`config.mk`:
```
export PLATFORM = sky130hd
export DESIGN_NAME = hpdmc_dqcal
export DESIGN_NICKNAME = d
export VERILOG_FILES = /design/src/rtl/hpdmc_dqcal.sv
export SDC_FILE = /design/constraint.sdc
export NUM_CORES = 1
export LEC_CHECK = 0
export BUFFER_PORTS_ARGS = -buffer_cell sky130_fd_sc_hd__buf_2
export CORE_UTILIZATION = 57
export CTS_CLUSTER_DIAMETER = 150
export DETAILED_ROUTE_END_ITERATION = 7
export HOLD_SLACK_MARGIN = 0.1
export PLACE_DENSITY = 0.8
export SLEW_MARGIN = 20
export SYNTH_ARGS = -nofsm -noshare
export SYNTH_HDL_FRONTEND = slang
export SYNTH_SLANG_ARGS = --single-unit
```
`constraint.sdc`:
```
create_clock -name sys_clk -period 3.8 [get_ports sys_clk]
set_input_delay 0.38 -clock sys_clk [delete_from_list [all_inputs] [get_ports sys_clk]]
set_output_delay 0.38 -clock sys_clk [all_outputs]
set_load 0.05 [all_outputs]
```
`src/rtl/hpdmc_dqcal.sv`:
```
// hpdmc_dqcal: DQ read-capture calibration controller.
// Resets the input delay line and walks every tap. At each tap it requests
// training reads and compares the captured words against the expected
// pattern. It keeps the widest passing window (the earliest one wins a tie),
// then re-seeds the delay line and steps it to the centre of that window.
// Optional build macro: HPDMC_DQCAL_TIMEOUT_EN adds a 12-bit watchdog in
// SAMPLE that aborts with fail=1 when no di_valid arrives for 4095 cycles.
module hpdmc_dqcal #(
   parameter int TAPS    = 300,
   parameter int TAP_W   = 9,
   parameter int SETTLE  = 8,
   parameter int SAMPLES = 16
) (
   input  logic             sys_clk,
   input  logic             sys_rst_n,
   input  logic             start,
   input  logic [31:0]      pattern,
   input  logic [31:0]      di,
   input  logic             di_valid,
   output logic             rd_req,
   output logic             idelay_rst,
   output logic             idelay_ce,
   output logic             idelay_inc,
   output logic             busy,
   output logic             done,
   output logic             fail,
   output logic [TAP_W-1:0] tap_lo,
   output logic [TAP_W-1:0] tap_hi,
   output logic [TAP_W-1:0] tap_final
);

   // Window lengths run up to TAPS, which can equal 2^TAP_W.
   localparam int LEN_W = TAP_W + 1;
   localparam int SET_W = $clog2(SETTLE + 1);
   localparam int SMP_W = $clog2(SAMPLES + 1);

   typedef enum logic [3:0] {
      S_IDLE,
      S_DRST,
      S_SETTLE,
      S_SAMPLE,
      S_EVAL,
      S_STEP,
      S_RESOLVE,
      S_CRST,
      S_CSTEP,
      S_CSETTLE
   } state_t;

   state_t             state, next_state;

   logic [TAP_W-1:0]   tap;
   logic [SET_W-1:0]   settle_cnt;
   logic [SMP_W-1:0]   sample_cnt;
   logic               err;

   logic               run_open;
   logic [TAP_W-1:0]   run_start;
   logic [LEN_W-1:0]   run_len;
   logic [TAP_W-1:0]   best_lo;
   logic [LEN_W-1:0]   best_len;

   logic [TAP_W-1:0]   step_cnt;
   logic               step_phase;   // 0: pulse slot, 1: gap slot

   logic               settle_done;
   logic               sample_last;
   logic               tap_last;
   logic               step_done;
   logic               timeout;

   // Candidate run after folding in the result of the current tap.
   logic               pass;
   logic               close_run;
   logic               cur_open;
   logic [TAP_W-1:0]   cur_start;
   logic [LEN_W-1:0]   cur_len;

   assign settle_done = (settle_cnt == SET_W'(SETTLE - 1));
   assign sample_last = di_valid && (sample_cnt == SMP_W'(SAMPLES - 1));
   assign tap_last    = (tap == TAP_W'(TAPS - 1));
   assign step_done   = (step_cnt == tap_final);

   assign pass      = !err;
   assign close_run = !pass || tap_last;
   assign cur_open  = run_open || pass;
   assign cur_start = run_open ? run_start : tap;
   // run_len stays below TAPS while a tap is still being evaluated,
   // so the increment cannot overflow.
   assign cur_len   = pass ? run_len + LEN_W'(1) : run_len;

`ifdef HPDMC_DQCAL_TIMEOUT_EN
   logic [11:0] wdog;

   assign timeout = (wdog == 12'hFFF);

   // Watchdog: counts SAMPLE cycles since the last valid word, saturating.
   always_ff @(posedge sys_clk or negedge sys_rst_n) begin
      if (!sys_rst_n) begin
         wdog <= '0;
      end else if (state != S_SAMPLE || di_valid) begin
         wdog <= '0;
      end else if (!timeout) begin
         wdog <= wdog + 12'd1;
      end
   end
`else
   assign timeout = 1'b0;
`endif

   // State register.
   // NOTE: sequential state always uses non-blocking assignments, so every
   // flop samples pre-edge values regardless of process ordering.
   always_ff @(posedge sys_clk or negedge sys_rst_n) begin
      if (!sys_rst_n) state <= S_IDLE;
      else            state <= next_state;
   end

   // Next-state logic and the delay/read command strobes.
   // NOTE: every output of this block gets a default before the case, so no
   // path can leave one unassigned and infer a latch.
   always_comb begin
      next_state = state;
      rd_req     = 1'b0;
      idelay_rst = 1'b0;
      idelay_ce  = 1'b0;
      busy       = (state != S_IDLE);
      unique case (state)
         S_IDLE:    if (start) next_state = S_DRST;
         S_DRST: begin
            idelay_rst = 1'b1;
            next_state = S_SETTLE;
         end
         S_SETTLE:  if (settle_done) next_state = S_SAMPLE;
         S_SAMPLE: begin
            rd_req = !timeout;
            if (timeout)          next_state = S_IDLE;
            else if (sample_last) next_state = S_EVAL;
         end
         S_EVAL:    next_state = tap_last ? S_RESOLVE : S_STEP;
         S_STEP: begin
            idelay_ce  = 1'b1;
            next_state = S_SETTLE;
         end
         S_RESOLVE: next_state = (best_len == '0) ? S_IDLE : S_CRST;
         S_CRST: begin
            idelay_rst = 1'b1;
            next_state = S_CSTEP;
         end
         S_CSTEP: begin
            if (step_done)        next_state = S_CSETTLE;
            else if (!step_phase) idelay_ce  = 1'b1;
         end
         S_CSETTLE: if (settle_done) next_state = S_IDLE;
         default:   next_state = S_IDLE;
      endcase
   end

   // The delay line only ever steps upward.
   assign idelay_inc = idelay_ce;

   // Sweep counters: settle timer, sample counter, error flag and tap index.
   always_ff @(posedge sys_clk or negedge sys_rst_n) begin
      if (!sys_rst_n) begin
         settle_cnt <= '0;
         sample_cnt <= '0;
         err        <= 1'b0;
         tap        <= '0;
      end else begin
         if (state == S_SETTLE || state == S_CSETTLE) begin
            if (!settle_done) settle_cnt <= settle_cnt + SET_W'(1);
         end else begin
            settle_cnt <= '0;
         end

         if (state == S_SAMPLE) begin
            if (di_valid && !sample_last) sample_cnt <= sample_cnt + SMP_W'(1);
            if (di_valid && di != pattern) err <= 1'b1;
         end else begin
            sample_cnt <= '0;
         end

         // err must survive into EVAL, so it is cleared while settling.
         if (state == S_SETTLE) err <= 1'b0;

         if (state == S_DRST)                tap <= '0;
         else if (state == S_STEP && !tap_last) tap <= tap + TAP_W'(1);
      end
   end

   // Window tracking, result registers and the centring step sequencer.
   always_ff @(posedge sys_clk or negedge sys_rst_n) begin
      if (!sys_rst_n) begin
         run_open   <= 1'b0;
         run_start  <= '0;
         run_len    <= '0;
         best_lo    <= '0;
         best_len   <= '0;
         done       <= 1'b0;
         fail       <= 1'b0;
         tap_lo     <= '0;
         tap_hi     <= '0;
         tap_final  <= '0;
         step_cnt   <= '0;
         step_phase <= 1'b0;
      end else begin
         unique case (state)
            S_IDLE: begin
               if (start) begin
                  run_open  <= 1'b0;
                  run_start <= '0;
                  run_len   <= '0;
                  best_lo   <= '0;
                  best_len  <= '0;
                  done      <= 1'b0;
                  fail      <= 1'b0;
                  tap_lo    <= '0;
                  tap_hi    <= '0;
                  tap_final <= '0;
               end
            end
            S_SAMPLE: begin
               if (timeout) fail <= 1'b1;
            end
            S_EVAL: begin
               if (close_run) begin
                  // Strictly greater keeps the earliest window on a tie.
                  if (cur_open && cur_len > best_len) begin
                     best_lo  <= cur_start;
                     best_len <= cur_len;
                  end
                  run_open <= 1'b0;
                  run_len  <= '0;
               end else begin
                  run_open  <= 1'b1;
                  run_start <= cur_start;
                  run_len   <= cur_len;
               end
            end
            S_RESOLVE: begin
               if (best_len == '0) begin
                  fail <= 1'b1;
               end else begin
                  tap_lo    <= best_lo;
                  tap_hi    <= best_lo + TAP_W'(best_len - LEN_W'(1));
                  tap_final <= best_lo + TAP_W'(best_len >> 1);
               end
            end
            S_CRST: begin
               step_cnt   <= '0;
               step_phase <= 1'b0;
            end
            S_CSTEP: begin
               if (!step_phase && !step_done) begin
                  step_cnt   <= step_cnt + TAP_W'(1);
                  step_phase <= 1'b1;
               end else begin
                  step_phase <= 1'b0;
               end
            end
            S_CSETTLE: begin
               if (settle_done) done <= 1'b1;
            end
            default: ;
         endcase
      end
   end

endmodule

```
==> metrics.yaml <==
io-pin-count: 102
vias_in_the_first_global_route: 5026
tightest_slew_ps: 1030
critPathMaxFanout: 19
initial_core_util: 0.595
layout_cells_sized_above_1: 0.182
dieArea_um2: 11300
clk_tree_root_cell: "clkbuf_8"
postPlaceCellArea_um2: 6830
power.leakage_nw: 3.55
dpl.cell_count: 874
drt_iter0_drc: 351
synth.lib_cells_used.distinct: 59
power.total_w: 0.00320
min-delay-path-class: "in2async"
power.ir.vdd_worst_v: 0.000289
post_synth_instance_area_um2: 6220
via_cell_ratio: 5.82
fin_skew_ps: 15.1
detailedRoute.firstPassIterationCount: 5
grt_setup_unrepaired: "false"
floorplan.die.height_um: 106
yosys-top-cells-area: "dfrtp_1 41%, ha_1 7.8%, xor2_1 7.3%"
antenna_found_initial: 0
cts.hold.buffers_added: 0
critPathRequiredTime_ps: 4070
cap_viol_max_count: 0
synth_sequential_area_ratio: 0.406
port_buffers: 101
ys_ff_latch: 101
fin_cells: 890
timing.critical_path.buf_inv: 2
crit_path_frequent_cell: "ha_1"
period_utilization: 0.917
clk_transition_reported_paths_ps: 100
synth_cell_count_leaders: "101 x dfrtp_1, 65 x nand2_1, 52 x xor2_1, 46 x nand3_1"
worst_setup_path_end_kind: "flip-flop"
postSynthNetCount: 768
final_core_utilization: 0.672
dieWidth_um: 106
finalInstanceArea_um2: 7030
gp_congestion: 0.891
timing.slew.headroom: 0.308
final.min_clock_period_ps: 3480
grt.total_usage: 0.261
crit_path_max_incr_delay_ps: 430
fin_nets: 858
cts-buffers-inserted: 9
synthFlopType: "dfrtp_1"
timing.final.setup_violations: 0
grt_max_degree: 81
cp-start-kind: "flip-flop"
power-per-cell-area_nw_per_um2: 456
drt_wl_total_um: 13900
synth_largest_type_area_fraction: 0.406
cts_tree: "done"
core_um2: 10500
number_of_flops_mapped_to_enable_cells_by_yosys: 0
postCtsSetupRepairBufs: 0
detailedPlacementHpwl_um: 10500
max_buffers_root_to_sink: 2
synth_top_cell_by_area: "dfrtp_1"
remaining_drc_errors: 0
numClockSinks: 101
worst_skew_pair.late_latency_ps: 380
synthesis.area_per_instance_um2: 9.44
timing.final.max_slew_violations: 0
htreeDepth: 3
status: "finished clean"
fin_setup_tns_ps: 0
synth_most_common_cell: "dfrtp_1"
flow.area_growth_from_synthesis_pct: 13.0
finalHoldViolCount: 0
global_route_wire_length_before_repair_um: 23300
async_flop_share: 1.00
path_cells: "ha_1 > nor2b_1 > and3_1 > nand3_1 > xor2_1 > inv_1 > ha_1 > nand4_1 > nor4_1 > a211oi_1 > a2111oi_4 > buf_6 > mux2_2"
cpMaxStageDelayCell: "dfrtp_1"
detailroute.via_count: 5178
avgRoutedWirePerCell_um: 15.6
clock.fmax_mhz: 287
path_class: "reg2reg"
critical-path-top-delay-family: "simple AND/OR/NAND/NOR gates"
synthCells: 659
ys.warnings.count: 0
cp.arrival_ps: 3750
overflow: 0
route.antenna.remaining_nets: 0
rows: 37
antenna-diode-count: 0
cells in the final DEF (no fill, tap or decap), drive strengths merged, types with 3 or more instances in the layout:
cell    count
a211oi      5
a21o        6
a21oi      15
a22o       12
a31oi       3
and3        5
and4        4
buf       106
clkbuf     10
dfrtp     101
ha         39
inv        46
mux2        7
mux2i      28
nand2      65
nand3      46
nand4       6
nor2       45
nor2b       9
nor3       10
nor4       10
o211ai      5
o21ai      45
o31ai       5
or2         3
or4         3
xnor2      22
xor2       52
timing repair:
item / CTS / global route
resized for setup: 0 / 1
endpoints found under the setup margin: 0 / 5
hold endpoints to repair: 0 / 0
final timing paths:
kind,startpoint,to,slack [ps],depth (start not counted)
max in group asynchronous,sys_rst_n,tap_lo[8],2820,2
min in group sys_clk,start,done,360,3
setup reg to reg,run_len[0],best_len[1],320,13
hold / removal,sys_rst_n,step_cnt[0],130,1
setup / recovery,run_len[0],best_len[1],320,13
hold reg to reg,tap_lo[8],tap_lo[8],500,2
where the power goes:
group          internal [W]  switching [W]
sequential          0.00119       0.000162
clock              0.000309       0.000387
combinational      0.000386       0.000768
total               0.00189        0.00132
area by class of cell:
| cell class | instances | area (um2) |
|---|---|---|
| clock buffers | 10 | 128 |
| clock inverters | 6 | 71.3 |
| fillers | 819 | 3430 |
| inverters | 45 | 169 |
| multi-input cells | 486 | 3420 |
| flip-flops and latches | 101 | 2530 |
| well taps | 136 | 170 |
| repair buffers | 106 | 549 |
sequential cells by signal, summed over array words and instances, names as in the netlist:
name and flops:
tap_final 9, step_phase 1, state 4, run_len 10, fail 1, run_open 1
tap_hi 9, sample_cnt 5, err 1, done 1, best_lo 9, step_cnt 9
best_len 10, tap_lo 9, tap 9, settle_cnt 4, run_start 9
cells by family (layout without fill, tap and decap cells):
logic type | after synthesis | count (layout) | synth area share
multiplexers | 35 | 35 | 0.0577
AO/OA/AOI/OAI | 116 | 116 | 0.125
buffers and inverters | 72 | 167 | 0.0487
AND/OR/NAND/NOR | 220 | 220 | 0.174
flip-flops | 101 | 101 | 0.406
XOR/XNOR | 74 | 74 | 0.104
adder cells (fa/ha/maj) | 41 | 41 | 0.0849
per-stage QoR:
| stage | hold WS [ps] | worst slack (ps) |
|---|---|---|
| 2_1_floorplan | 84.4 | 706 |
| 3_3_place_gp | 477 | 452 |
| 3_5_place_dp | 482 | 301 |
| 4_1_cts | 184 | 259 |
| 5_1_grt | 218 | 34.9 |
| 6_report | 129 | 317 |
per-layer routing:
layer  vias up  wire, um  GRT usage  part of all wire
li1       2485         -          -                 -
met1      2505      6000      0.326              0.43
met2       171      7010      0.455              0.51
met3        17       613     0.0392             0.044
met4         0       244     0.0978             0.018
met5         -         0          0                 0
Power figures use the tool's default switching activity.
